==> config.mk <==
export PLATFORM = sky130hd
export DESIGN_NAME = axi_stream_extract_header_flat
export DESIGN_NICKNAME = d
export VERILOG_FILES = /design/src/rtl/axi_stream_extract_header_pkg.sv /design/src/rtl/axi_stream_extract_header_if.sv /design/src/rtl/axi_stream_extract_header_axis_reg_slice.sv /design/src/rtl/axi_stream_extract_header.sv /design/src/flat_wrapper.sv
export SDC_FILE = /design/constraint.sdc
export NUM_CORES = 1
export LEC_CHECK = 0
export ABC_AREA = 0
export ABC_CLOCK_PERIOD_IN_PS = 3350
export BUFFER_PORTS_ARGS = -buffer_cell sky130_fd_sc_hd__buf_2
export CAP_MARGIN = 20
export CORE_ASPECT_RATIO = 0.8
export CORE_UTILIZATION = 38
export CTS_BUF_LIST = sky130_fd_sc_hd__clkbuf_8
export DETAILED_ROUTE_END_ITERATION = 8
export GPL_TIMING_DRIVEN = 0
export PLACE_DENSITY_LB_ADDON = 0.12
export SLEW_MARGIN = 30
export SYNTH_ARGS = -nofsm -noshare
export SYNTH_HDL_FRONTEND = slang
export SYNTH_SLANG_ARGS = --single-unit
==> constraint.sdc <==
create_clock -name clk -period 3.35 [get_ports clk]
set_clock_uncertainty 0.05 [all_clocks]
set_input_delay 0.335 -clock clk [delete_from_list [all_inputs] [get_ports clk]]
set_output_delay 0.335 -clock clk [all_outputs]
set_load 0.02 [all_outputs]
==> src/rtl/axi_stream_extract_header_pkg.sv <==
// Shared types and keep/count helpers for the header insert/extract stages.
package axi_stream_extract_header_pkg;

  localparam int MAX_BYTES = 64;

  typedef enum logic [1:0] {IDLE, FIRST, BODY, FLUSH} state_t;

  // Count of contiguous ones from bit nb-1 downward (MSB-aligned keep).
  function automatic int keep2cnt(input logic [MAX_BYTES-1:0] keep, input int nb);
    int   c;
    logic run;
    c   = 0;
    run = 1'b1;
    for (int i = MAX_BYTES-1; i >= 0; i--) begin
      if (i < nb) begin
        if (run && keep[i]) c++;
        else run = 1'b0;
      end
    end
    return c;
  endfunction

  // Mask with the low cnt bits set.
  function automatic logic [MAX_BYTES-1:0] cnt2keep(input int cnt);
    logic [MAX_BYTES-1:0] m;
    m = '0;
    for (int i = 0; i < MAX_BYTES; i++)
      if (i < cnt) m[i] = 1'b1;
    return m;
  endfunction

  // Mask with the top cnt bits of an nb-wide keep set.
  function automatic logic [MAX_BYTES-1:0] msbkeep(input int cnt, input int nb);
    return cnt2keep(nb) & ~cnt2keep(nb - cnt);
  endfunction

endpackage

==> src/rtl/axi_stream_extract_header_if.sv <==
// AXI-Stream bundle used for the input, payload and header ports.
interface axi_stream_extract_header_if #(
  parameter int DATA_WD = 32
) ();
  localparam int KEEP_WD = DATA_WD / 8;

  logic               valid;
  logic               ready;
  logic [DATA_WD-1:0] data;
  logic [KEEP_WD-1:0] keep;
  logic               last;

  modport master (output valid, data, keep, last, input  ready);
  modport slave  (input  valid, data, keep, last, output ready);
endinterface

==> src/rtl/axi_stream_extract_header_axis_reg_slice.sv <==
// Single-entry output register: loads on push, holds while stalled.
module axis_reg_slice #(
  parameter int DW = 32,
  parameter int KW = 4
) (
  input  logic          clk,
  input  logic          rst_n,
  input  logic          i_push,
  input  logic [DW-1:0] i_data,
  input  logic [KW-1:0] i_keep,
  input  logic          i_last,
  input  logic          i_ready,
  output logic          o_valid,
  output logic [DW-1:0] o_data,
  output logic [KW-1:0] o_keep,
  output logic          o_last
);
  logic          r_valid;
  logic [DW-1:0] r_data;
  logic [KW-1:0] r_keep;
  logic          r_last;

  // Push only happens when the slot is free; otherwise drain on ready.
  always_ff @(posedge clk or negedge rst_n) begin
    if (!rst_n) begin
      r_valid <= 1'b0;
      r_data  <= '0;
      r_keep  <= '0;
      r_last  <= 1'b0;
    end else if (i_push) begin
      r_valid <= 1'b1;
      r_data  <= i_data;
      r_keep  <= i_keep;
      r_last  <= i_last;
    end else if (i_ready) begin
      r_valid <= 1'b0;
    end
  end

  assign o_valid = r_valid;
  assign o_data  = r_data;
  assign o_keep  = r_keep;
  assign o_last  = r_last;
endmodule

==> src/rtl/axi_stream_extract_header.sv <==
// Strips the first N bytes of each packet onto a header port and
// re-aligns the remaining payload to full MSB-first beats.
module axi_stream_extract_header
  import axi_stream_extract_header_pkg::*;
#(
  parameter int DATA_WD      = 32,
  parameter int DATA_BYTE_WD = DATA_WD / 8,
  parameter int CNT_WD       = $clog2(DATA_BYTE_WD) + 1
) (
  input  logic                  clk,
  input  logic                  rst_n,
  input  logic                  i_valid_cfg,
  input  logic [CNT_WD-1:0]     i_byte_extract_cnt,
  output logic                  o_ready_cfg,
  output logic                  o_err_short,
  axi_stream_extract_header_if.slave  s_axis,
  axi_stream_extract_header_if.master m_axis,
  axi_stream_extract_header_if.master m_hdr
);
  localparam int W = DATA_BYTE_WD;

  state_t              r_state, w_state_nxt;
  logic [CNT_WD-1:0]   r_s, r_r, w_r_nxt;
  logic [DATA_WD-1:0]  r_res, w_res_nxt;
  logic                r_err, w_err_nxt, w_res_ld;
  logic                w_ready_in, w_out_free, w_hdr_free;
  logic                w_out_push, w_out_last, w_hdr_push;
  logic [DATA_WD-1:0]  w_out_data, w_hdr_data;
  logic [W-1:0]        w_out_keep, w_hdr_keep;
  int                  w_k, w_s, w_r;

  assign w_out_free = ~m_axis.valid | m_axis.ready;
  assign w_hdr_free = ~m_hdr.valid | m_hdr.ready;

  // State, config count, residue and short-packet pulse registers.
  always_ff @(posedge clk or negedge rst_n) begin
    if (!rst_n) begin
      r_state <= IDLE;
      r_s     <= '0;
      r_r     <= '0;
      r_res   <= '0;
      r_err   <= 1'b0;
    end else begin
      r_state <= w_state_nxt;
      r_r     <= w_r_nxt;
      r_err   <= w_err_nxt;
      if (w_res_ld) r_res <= w_res_nxt;
      if (o_ready_cfg && i_valid_cfg)
        r_s <= (int'(i_byte_extract_cnt) > W) ? CNT_WD'(W) : i_byte_extract_cnt;
    end
  end

  // Next state, handshakes and the beat to load into each output slot.
  always_comb begin
    w_state_nxt = r_state;
    o_ready_cfg = 1'b0;
    w_ready_in  = 1'b0;
    w_k         = keep2cnt(MAX_BYTES'(s_axis.keep), W);
    w_s         = int'(r_s);
    w_r         = int'(r_r);
    w_out_push  = 1'b0;
    w_out_data  = s_axis.data;
    w_out_keep  = '1;
    w_out_last  = 1'b0;
    w_hdr_push  = 1'b0;
    w_hdr_data  = s_axis.data >> ((W - w_s) * 8);
    w_hdr_keep  = W'(cnt2keep(w_s));
    w_res_ld    = 1'b0;
    w_res_nxt   = s_axis.data << (w_s * 8);
    w_r_nxt     = r_r;
    w_err_nxt   = 1'b0;
    case (r_state)
      IDLE: begin
        o_ready_cfg = 1'b1;
        if (i_valid_cfg) w_state_nxt = FIRST;
      end
      FIRST: begin
        w_ready_in = w_hdr_free & w_out_free;
        if (s_axis.valid && w_ready_in) begin
          w_hdr_push = (w_s != 0);
          w_hdr_keep = W'(cnt2keep((s_axis.last && w_k < w_s) ? w_k : w_s));
          w_res_ld   = 1'b1;
          // S=0 keeps no residue: the beat goes straight through.
          if (w_s == 0) w_res_nxt = '0;
          w_r_nxt    = (w_s == 0) ? '0 : CNT_WD'(W - w_s);
          if (s_axis.last) begin
            w_err_nxt   = (w_k < w_s);
            w_state_nxt = IDLE;
            w_r_nxt     = '0;
            if (w_k > w_s) begin
              w_out_push = 1'b1;
              w_out_data = s_axis.data << (w_s * 8);
              w_out_keep = W'(msbkeep(w_k - w_s, W));
              w_out_last = 1'b1;
            end
          end else begin
            w_out_push  = (w_s == 0);
            w_state_nxt = BODY;
          end
        end
      end
      BODY: begin
        w_ready_in = w_out_free;
        if (s_axis.valid && w_ready_in) begin
          w_out_push = 1'b1;
          w_out_data = r_res | (s_axis.data >> (w_r * 8));
          w_res_ld   = 1'b1;
          w_res_nxt  = s_axis.data << ((W - w_r) * 8);
          if (s_axis.last) begin
            if (w_k <= W - w_r) begin
              w_out_keep  = W'(msbkeep(w_r + w_k, W));
              w_out_last  = 1'b1;
              w_r_nxt     = '0;
              w_state_nxt = IDLE;
            end else begin
              w_r_nxt     = CNT_WD'(w_k - (W - w_r));
              w_state_nxt = FLUSH;
            end
          end
        end
      end
      FLUSH: begin
        if (w_out_free) begin
          w_out_push  = 1'b1;
          w_out_data  = r_res;
          w_out_keep  = W'(msbkeep(w_r, W));
          w_out_last  = 1'b1;
          w_r_nxt     = '0;
          w_state_nxt = IDLE;
        end
      end
      default: w_state_nxt = IDLE;
    endcase
  end

  assign s_axis.ready = w_ready_in;
  assign o_err_short  = r_err;

  axis_reg_slice #(.DW(DATA_WD), .KW(W)) u_out (
    .clk     (clk),
    .rst_n   (rst_n),
    .i_push  (w_out_push),
    .i_data  (w_out_data),
    .i_keep  (w_out_keep),
    .i_last  (w_out_last),
    .i_ready (m_axis.ready),
    .o_valid (m_axis.valid),
    .o_data  (m_axis.data),
    .o_keep  (m_axis.keep),
    .o_last  (m_axis.last)
  );

  axis_reg_slice #(.DW(DATA_WD), .KW(W)) u_hdr (
    .clk     (clk),
    .rst_n   (rst_n),
    .i_push  (w_hdr_push),
    .i_data  (w_hdr_data),
    .i_keep  (w_hdr_keep),
    .i_last  (1'b1),
    .i_ready (m_hdr.ready),
    .o_valid (m_hdr.valid),
    .o_data  (m_hdr.data),
    .o_keep  (m_hdr.keep),
    .o_last  (m_hdr.last)
  );
endmodule

==> src/flat_wrapper.sv <==
// flat-port wrapper written by rule: the top's interface ports become plain ports
module axi_stream_extract_header_flat import axi_stream_extract_header_pkg::*;
#(
  parameter int DATA_WD      = 32,
  parameter int DATA_BYTE_WD = DATA_WD / 8,
  parameter int CNT_WD       = $clog2(DATA_BYTE_WD) + 1
)
  (clk, rst_n, i_valid_cfg, i_byte_extract_cnt, o_ready_cfg, o_err_short, s_axis_valid, s_axis_data, s_axis_keep, s_axis_last, s_axis_ready, m_axis_valid, m_axis_data, m_axis_keep, m_axis_last, m_axis_ready, m_hdr_valid, m_hdr_data, m_hdr_keep, m_hdr_last, m_hdr_ready);
  axi_stream_extract_header_if #(.DATA_WD(DATA_WD)) s_axis_i ();
  axi_stream_extract_header_if #(.DATA_WD(DATA_WD)) m_axis_i ();
  axi_stream_extract_header_if #(.DATA_WD(DATA_WD)) m_hdr_i ();
  input  logic clk;
  input  logic rst_n;
  input  logic i_valid_cfg;
  input  logic [CNT_WD-1:0] i_byte_extract_cnt;
  output logic o_ready_cfg;
  output logic o_err_short;
  input wire logic [$bits(s_axis_i.valid)-1:0] s_axis_valid;
  input wire logic [$bits(s_axis_i.data)-1:0] s_axis_data;
  input wire logic [$bits(s_axis_i.keep)-1:0] s_axis_keep;
  input wire logic [$bits(s_axis_i.last)-1:0] s_axis_last;
  output wire logic [$bits(s_axis_i.ready)-1:0] s_axis_ready;
  output wire logic [$bits(m_axis_i.valid)-1:0] m_axis_valid;
  output wire logic [$bits(m_axis_i.data)-1:0] m_axis_data;
  output wire logic [$bits(m_axis_i.keep)-1:0] m_axis_keep;
  output wire logic [$bits(m_axis_i.last)-1:0] m_axis_last;
  input wire logic [$bits(m_axis_i.ready)-1:0] m_axis_ready;
  output wire logic [$bits(m_hdr_i.valid)-1:0] m_hdr_valid;
  output wire logic [$bits(m_hdr_i.data)-1:0] m_hdr_data;
  output wire logic [$bits(m_hdr_i.keep)-1:0] m_hdr_keep;
  output wire logic [$bits(m_hdr_i.last)-1:0] m_hdr_last;
  input wire logic [$bits(m_hdr_i.ready)-1:0] m_hdr_ready;
  assign s_axis_i.valid = s_axis_valid;
  assign s_axis_i.data = s_axis_data;
  assign s_axis_i.keep = s_axis_keep;
  assign s_axis_i.last = s_axis_last;
  assign s_axis_ready = s_axis_i.ready;
  assign m_axis_valid = m_axis_i.valid;
  assign m_axis_data = m_axis_i.data;
  assign m_axis_keep = m_axis_i.keep;
  assign m_axis_last = m_axis_i.last;
  assign m_axis_i.ready = m_axis_ready;
  assign m_hdr_valid = m_hdr_i.valid;
  assign m_hdr_data = m_hdr_i.data;
  assign m_hdr_keep = m_hdr_i.keep;
  assign m_hdr_last = m_hdr_i.last;
  assign m_hdr_i.ready = m_hdr_ready;
  axi_stream_extract_header #(.DATA_WD(DATA_WD), .DATA_BYTE_WD(DATA_BYTE_WD), .CNT_WD(CNT_WD)) u_core (.clk(clk), .rst_n(rst_n), .i_valid_cfg(i_valid_cfg), .i_byte_extract_cnt(i_byte_extract_cnt), .o_ready_cfg(o_ready_cfg), .o_err_short(o_err_short), .s_axis(s_axis_i), .m_axis(m_axis_i), .m_hdr(m_hdr_i));
endmodule
Yosys cells after proc, flatten, opt, wreduce, memory -nomap -nowiden

Index checks and enable logic that the tools add are counted.

Logic and storage cells: 226
Bits of input ports: 46
Output and inout port bits: 79
Bits in registers: 117

Add/subtract/negate cells: 10
Reduce and logical (&&, ||, !) cells: 15
Mux-type cells: 140
Shift-type cells: 4
Equality and inequality tests: 8
Bitwise logic cells: 12
$lt $le $gt $ge: 24

Operators by type and width:

| kind                  | count |
|---|---|
| $mux 32               | 12 |
| $lt 3x32->1 const A   | 6 |
| $lt 1x32->1 const A   | 3 |
| $lt 2x32->1 const A   | 3 |
| $pmux 32 s3           | 1 |
| $mux 1                | 95 |
| $add 32x2->32 const B | 2 |
| $pmux 32 s2           | 1 |
| $sub 4x32->32 const A | 2 |
| $mux 4                | 9 |
| $add 4x32->32         | 1 |
| $gt 32x4->1           | 1 |
| $le 32x4->1           | 1 |
| $lt 32x4->1           | 1 |
| $or 32x32->32         | 1 |
| $shl 32x32->32        | 1 |
| $shl 32x6->32         | 1 |
| $shr 32x32->32        | 1 |
| $shr 32x6->32         | 1 |
| $sub 32x4->32         | 1 |
| $mux 3                | 8 |
| $mux 2                | 7 |
| $and 4x4->4           | 3 |
| $not 4->4             | 3 |
| 27 further kinds      | 48 |

Logic depth before layout (Yosys ltp)

Word-level depth: 21
Gate-level depth with buffers: 14
Gate-level depth less buffers: 14

Hierarchy

From an unflattened synthesis, not the netlist that was laid out.

Cells, all modules: 955
Area total of the unflattened synthesis: 8997.4 um^2

By module, submodules not included:

| module                    | cells each | area an instance (um^2) | seq. area each (um^2) | times used |
|---|---|---|---|---|
| axi_stream_extract_header | 793        | 6019.5                  | 1026.0                | 1 |
| axis_reg_slice            | 81         | 1488.9                  | 950.9                 | 2 |

Least setup slack after synthesis

No wires, ideal clock.

Path kind: in2reg
Start point: input port s_axis_keep[3]
End point: register u_core.u_out.r_keep[2] (netlist: u_core.u_out.o_keep[2])
Buffers on the path: 0
Data arrival time: 3.001 ns
Setup slack: 0.157 ns
Stages: 13
Setup time: 0.143 ns
Data required time: 3.157 ns
Cell sequence: and2_1 -> ha_1 -> o21a_1 -> ha_1 -> ha_1 -> fa_1 -> inv_1 -> fa_1 -> nand2b_1 -> nor4_1 -> a32o_1 -> a31oi_1 -> a41oi_1

Longest elaborated chain between the ends: 21
Elaborated cells between the ends (all ways): 46
Those cells by class: add/sub: 7; order compare: 4; mux: 28; bitwise: 4; reduce/logical: 3

Ends and longest elaborated chain:

| element                                            | RTL line                                                          | RTL |
|---|---|---|
| from (decl)                                        | flat_wrapper.sv:20                                                | `input wire logic [$bits(s_axis_i.keep)-1:0] s_axis_keep;` |
| $mux 1                                             | axi_stream_extract_header_pkg.sv:16                               | `if (run && keep[i]) c++;` |
| $add 1x1->2 or $logic_and 1x1->1 (tied branches)   | axi_stream_extract_header_pkg.sv:16                               |  |
| $mux 32 or $mux 1 (tied branches)                  | axi_stream_extract_header_pkg.sv:16                               |  |
| $add 32x2->32 or $logic_and 1x1->1 (tied branches) | axi_stream_extract_header_pkg.sv:16                               |  |
| $mux 32 or $mux 1 (tied branches)                  | axi_stream_extract_header_pkg.sv:16                               |  |
| $add 32x2->32 or $logic_and 1x1->1 (tied branches) | axi_stream_extract_header_pkg.sv:16                               |  |
| $mux 32 *                                          | axi_stream_extract_header_pkg.sv:16                               |  |
| $add 4x32->32 or $sub 32x4->32 (tied branches)     | axi_stream_extract_header.sv:111, axi_stream_extract_header.sv:93 |  |
| (+5 left out)                                      | --                                                                |  |
| $mux 1 (on tied branches)                          | axi_stream_extract_header.sv:104, axi_stream_extract_header.sv:79 |  |
| $mux 1                                             | axi_stream_extract_header.sv:72                                   | `case (r_state)` |
| $not 4->4                                          | axi_stream_extract_header_pkg.sv:34                               | `return cnt2keep(nb) & ~cnt2keep(nb - cnt);` |
| $and 4x4->4                                        | axi_stream_extract_header_pkg.sv:34                               |  |
| $mux 4 (on tied branches)                          | axi_stream_extract_header.sv:110, axi_stream_extract_header.sv:90 |  |
| $mux 4 (on tied branches)                          | axi_stream_extract_header.sv:109, axi_stream_extract_header.sv:86 |  |
| $mux 4 (on tied branches)                          | axi_stream_extract_header.sv:104, axi_stream_extract_header.sv:79 |  |
| $pmux 4 s3                                         | axi_stream_extract_header.sv:72                                   |  |
| to (signal assigned)                               | axi_stream_extract_header_axis_reg_slice.sv:33                    | `r_keep <= i_keep;` |
| to (decl)                                          | axi_stream_extract_header_axis_reg_slice.sv:20                    | `logic [KW-1:0] r_keep;` |

Mark *: on every way between the ends. The rest lies on a longest branch, timed or not. The select of a mux whose other input is x is not followed.
A chain may end at the register's enable or synchronous reset.

Worst setup path in the final report

Start point: register u_core.r_s[2]
End point: register u_core.u_out.r_data[29] (netlist: u_core.u_out.o_data[29])

Longest elaborated chain between the ends: 5
Elaborated cells between the ends (all ways): 11
Those cells by class: order compare: 1; shift: 1; mux: 8; reduce/logical: 1

Ends and longest elaborated chain:

| element                                      | RTL line                                                         | RTL |
|---|---|---|
| from (decl)                                  | axi_stream_extract_header.sv:23                                  | `logic [CNT_WD-1:0] r_s, r_r, w_r_nxt;` |
| from (signal assigned)                       | axi_stream_extract_header.sv:49                                  | `r_s <= (int'(i_byte_extract_cnt) > W) ? CNT_WD'(W) : i_byte_extract_cnt;` |
| $gt 32x4->1 or $shl 32x6->32 (tied branches) | axi_stream_extract_header.sv:90, axi_stream_extract_header.sv:92 |  |
| $mux 32 or $mux 1 (tied branches)            | axi_stream_extract_header.sv:90                                  | `if (w_k > w_s) begin` |
| $mux 32 or $mux 1 (tied branches)            | axi_stream_extract_header.sv:86                                  | `if (s_axis.last) begin` |
| $mux 32 or $mux 1 (tied branches)            | axi_stream_extract_header.sv:79                                  | `if (s_axis.valid && w_ready_in) begin` |
| $pmux 32 s3 or $pmux 1 s3 (tied branches)    | axi_stream_extract_header.sv:72                                  |  |
| to (signal assigned)                         | axi_stream_extract_header_axis_reg_slice.sv:32                   | `r_data <= i_data;` |
| to (decl)                                    | axi_stream_extract_header_axis_reg_slice.sv:19                   | `logic [DW-1:0] r_data;` |

Parallel ways exist; a longest one is shown, timed or not.

==> qor.yml <==
status: "finished, final reports clean"
fin_hold_ws_ps: 73.22
root_buffer: "clkbuf_8"
track_usage_pct: 31.34
synth_area_um2: 8706
hold_path_class: "in2reg"
finalMaxSlewViolations: 0
start_util_pct: 38.69
clock_latency_ps: 470
synthAdderAreaFrac_pct: 5.375
fin_nets: 1244
maxSlewHeadroom_pct: 27.78
drtIter0Drc: 1298
die_w_um: 171.2
layout-area-overhead-vs-synth_pct: 16.11
mostFrequentLayoutCells: "nand2_1 (131), buf_2 (117), dfrtp_1 (117), nor2_1 (86), mux2i_1 (78)"
rsz0062_at_grt: "no"
cts_tree: "built"
grt_max_degree: 60
synth_seq_area_share_pct: 33.63
post-place-ws_ps: -462.8
max_freq_mhz: 307.5
clkTransAtPathRegs_ps: 80
synthXorXnorAreaFrac_pct: 0.2012
layout.cells.most_common: "nand2_1"
tightest_slew_ps: 1081
synth_mux_area_share_pct: 11.56
synthSimpleGateAreaFrac_pct: 18.08
place_hpwl_mm: 26.45
layout_setup_ws_ps: 97.97
cp.required_ps: 3640
crit_type: "reg2reg"
h-tree-depth: 4
worstRegToRegCells: 10
fin_setup_tns_ps: 0
vias: 9001
synth-compound-area-share_pct: 23.94
grt_pass1_wl_mm: 53.28
fin_util_pct: 44.93
drt-pass1-iter-count: 6
yosys_register_bits: 117
fp.dieH_um: 137.4
port_buffers: 96
cap_violations: 0
cts_made_buffers: 17
vias_per_cell: 6.074
synth_cell_type_count: 76
multiInputGateArea_um2: 5205
cp-start-kind: "flop"
grt_pass1_vias: 8302
clockBufferDepth: 2
clkSinkCount: 117
p_leak_nw: 4.290
wl_per_cell_um: 24.29
regArea_um2: 2928
syn_avg_cell_area_um2: 8.387
post-route-cell-area_um2: 10110
whs_path_depth: 3
grt_overflow: 0
drive_gt1_share_pct: 18.11
antenna_found_initial: 0
drtAntennaViolNets: 0
crit_arrival_ps: 3540
core-area_um2: 22500
wl_mm: 36.00
fin_crit_sh_pct: 97.08
synth_enable_flop_cells: 0
crit_path_max_fanout: 10
antenna_cells: 0
setup_viol: 0
synthFlopType: "dfrtp_1"
min_period_ps: 3252
vdd_ir_drop_max_v: 0.0005375
fp.dieArea_um2: 23520
cp-end-kind: "flop"
reg2reg_setup_slack_ps: 100
final-hold-violation-count: 0
power_density_nw_per_um2: 1014
boundaryPins: 125
async_flop_share_pct: 100.0
drcViolationCount: 0
syn_inst: 1038
yosys_warnings: 0
synth_top_family_by_area: "compound AO/OA/AOI/OAI gates"
gp_congestion: 0.9879
nFillCells: 2319
place_area_um2: 9632
rows: 49
==> metal layers <==
| layer | wire (µm) | GRT usage (%) |
|---|---|---|
| met5 | 0 | 0 |
| met2 | 14120 | 42.46 |
| met3 | 4045 | 7.756 |
| met4 | 1046 | 10.57 |
| met1 | 16790 | 47.41 |
==> cells by family after synthesis <==
family	after synthesis
AO/OA/AOI/OAI	301
XOR/XNOR	2
adder cells (fa/ha/maj)	35
buffers and inverters	150
flip-flops	117
multiplexers	96
other	2
AND/OR/NAND/NOR	335
==> registers in the layout, indices dropped and copies added (netlist names) <==
name	count
u_core.o_err_short	1
u_core.r_res	32
u_core.u_hdr.o_keep	4
u_core.r_s	3
u_core.u_out.o_last	1
u_core.r_r	3
u_core.u_hdr.o_valid	1
u_core.r_state	2
u_core.u_hdr.o_data	32
u_core.u_out.o_data	32
u_core.u_out.o_keep	4
u_core.u_hdr.o_last	1
u_core.u_out.o_valid	1
==> critical path, stage by stage, from the launching register on <==
cell and delay, ps:
dfrtp_1 490, inv_1 200, ha_1 280, inv_1 90, ha_1 140, a21boi_1 260, a211o_1 460, clkbuf_1 580
nor3_1 150, o21ai_0 300, a31oi_1 130
==> where the power goes <==
| part | internal, mW | switching, mW | leakage (nW) |
|---|---|---|---|
| Combinational | 2.22 | 4.32 | 2.63 |
| Sequential | 2.00 | 0.335 | 1.47 |
| Clock | 0.619 | 0.754 | 0.196 |
==> worst paths after layout <==
kind / from / to
min in group asynchronous: rst_n / u_core.u_hdr.o_data[25]
max in group asynchronous: rst_n / u_core.u_out.o_last
worst min-delay path: i_byte_extract_cnt[0] / u_core.r_s[0]
worst max-delay path: u_core.r_s[2] / u_core.u_out.o_data[29]
worst min register to register: u_core.u_hdr.o_last / u_core.u_hdr.o_last
worst max register to register: u_core.r_s[2] / u_core.u_out.o_data[29]
==> synth_stat cells (all sizes together), types with 15 or more instances <==
cell    count  area [µm²]
buf        33       172.7
a32oi      16       140.1
dfrtp     117        2928
inv        38       142.6
nor2       88       335.3
ha         31       387.9
a21boi     16       120.1
mux2i      78       780.8
o21ai      71       355.3
a21oi      31       158.9
a31oi      32       200.2
clkbuf     78       301.5
a221oi     21       190.2
nor4       15       108.9
o22ai      30       187.7
nand2     131       491.7
mux2       16       180.2
and2       15       93.84
nand2b     18       112.6
nor3       17       96.35
==> stage by stage <==
| stage | total power, mW | instances |
|---|---|---|
| 3_3_place_gp | 8.620 | 1445 |
| 4_1_cts | 10.06 | 1478 |
| 3_5_place_dp | 8.649 | 1446 |
| 5_1_grt | 10.88 | 1482 |
| 2_1_floorplan | 6.655 | 1043 |
| 6_report | 10.25 | 1482 |
==> final cells by class <==
class / count / share of cell area [%]
Tap cell: 306 / 3.788
Inverter: 39 / 1.522
Multi-Input combinational cell: 776 / 51.49
Clock inverter: 15 / 1.584
Sequential cell: 117 / 28.96
Clock buffer: 17 / 2.315
Buffer: 109 / 4.741
Timing Repair Buffer: 103 / 5.595
==> timing repair <==
item,CTS,global route
setup buffers,1,4
hold endpoints to repair,58,0
resized for setup,4,8
hold buffers,1,0
setup endpoints to repair,60,17
Note: power is estimated with default switching activity, not from simulation.
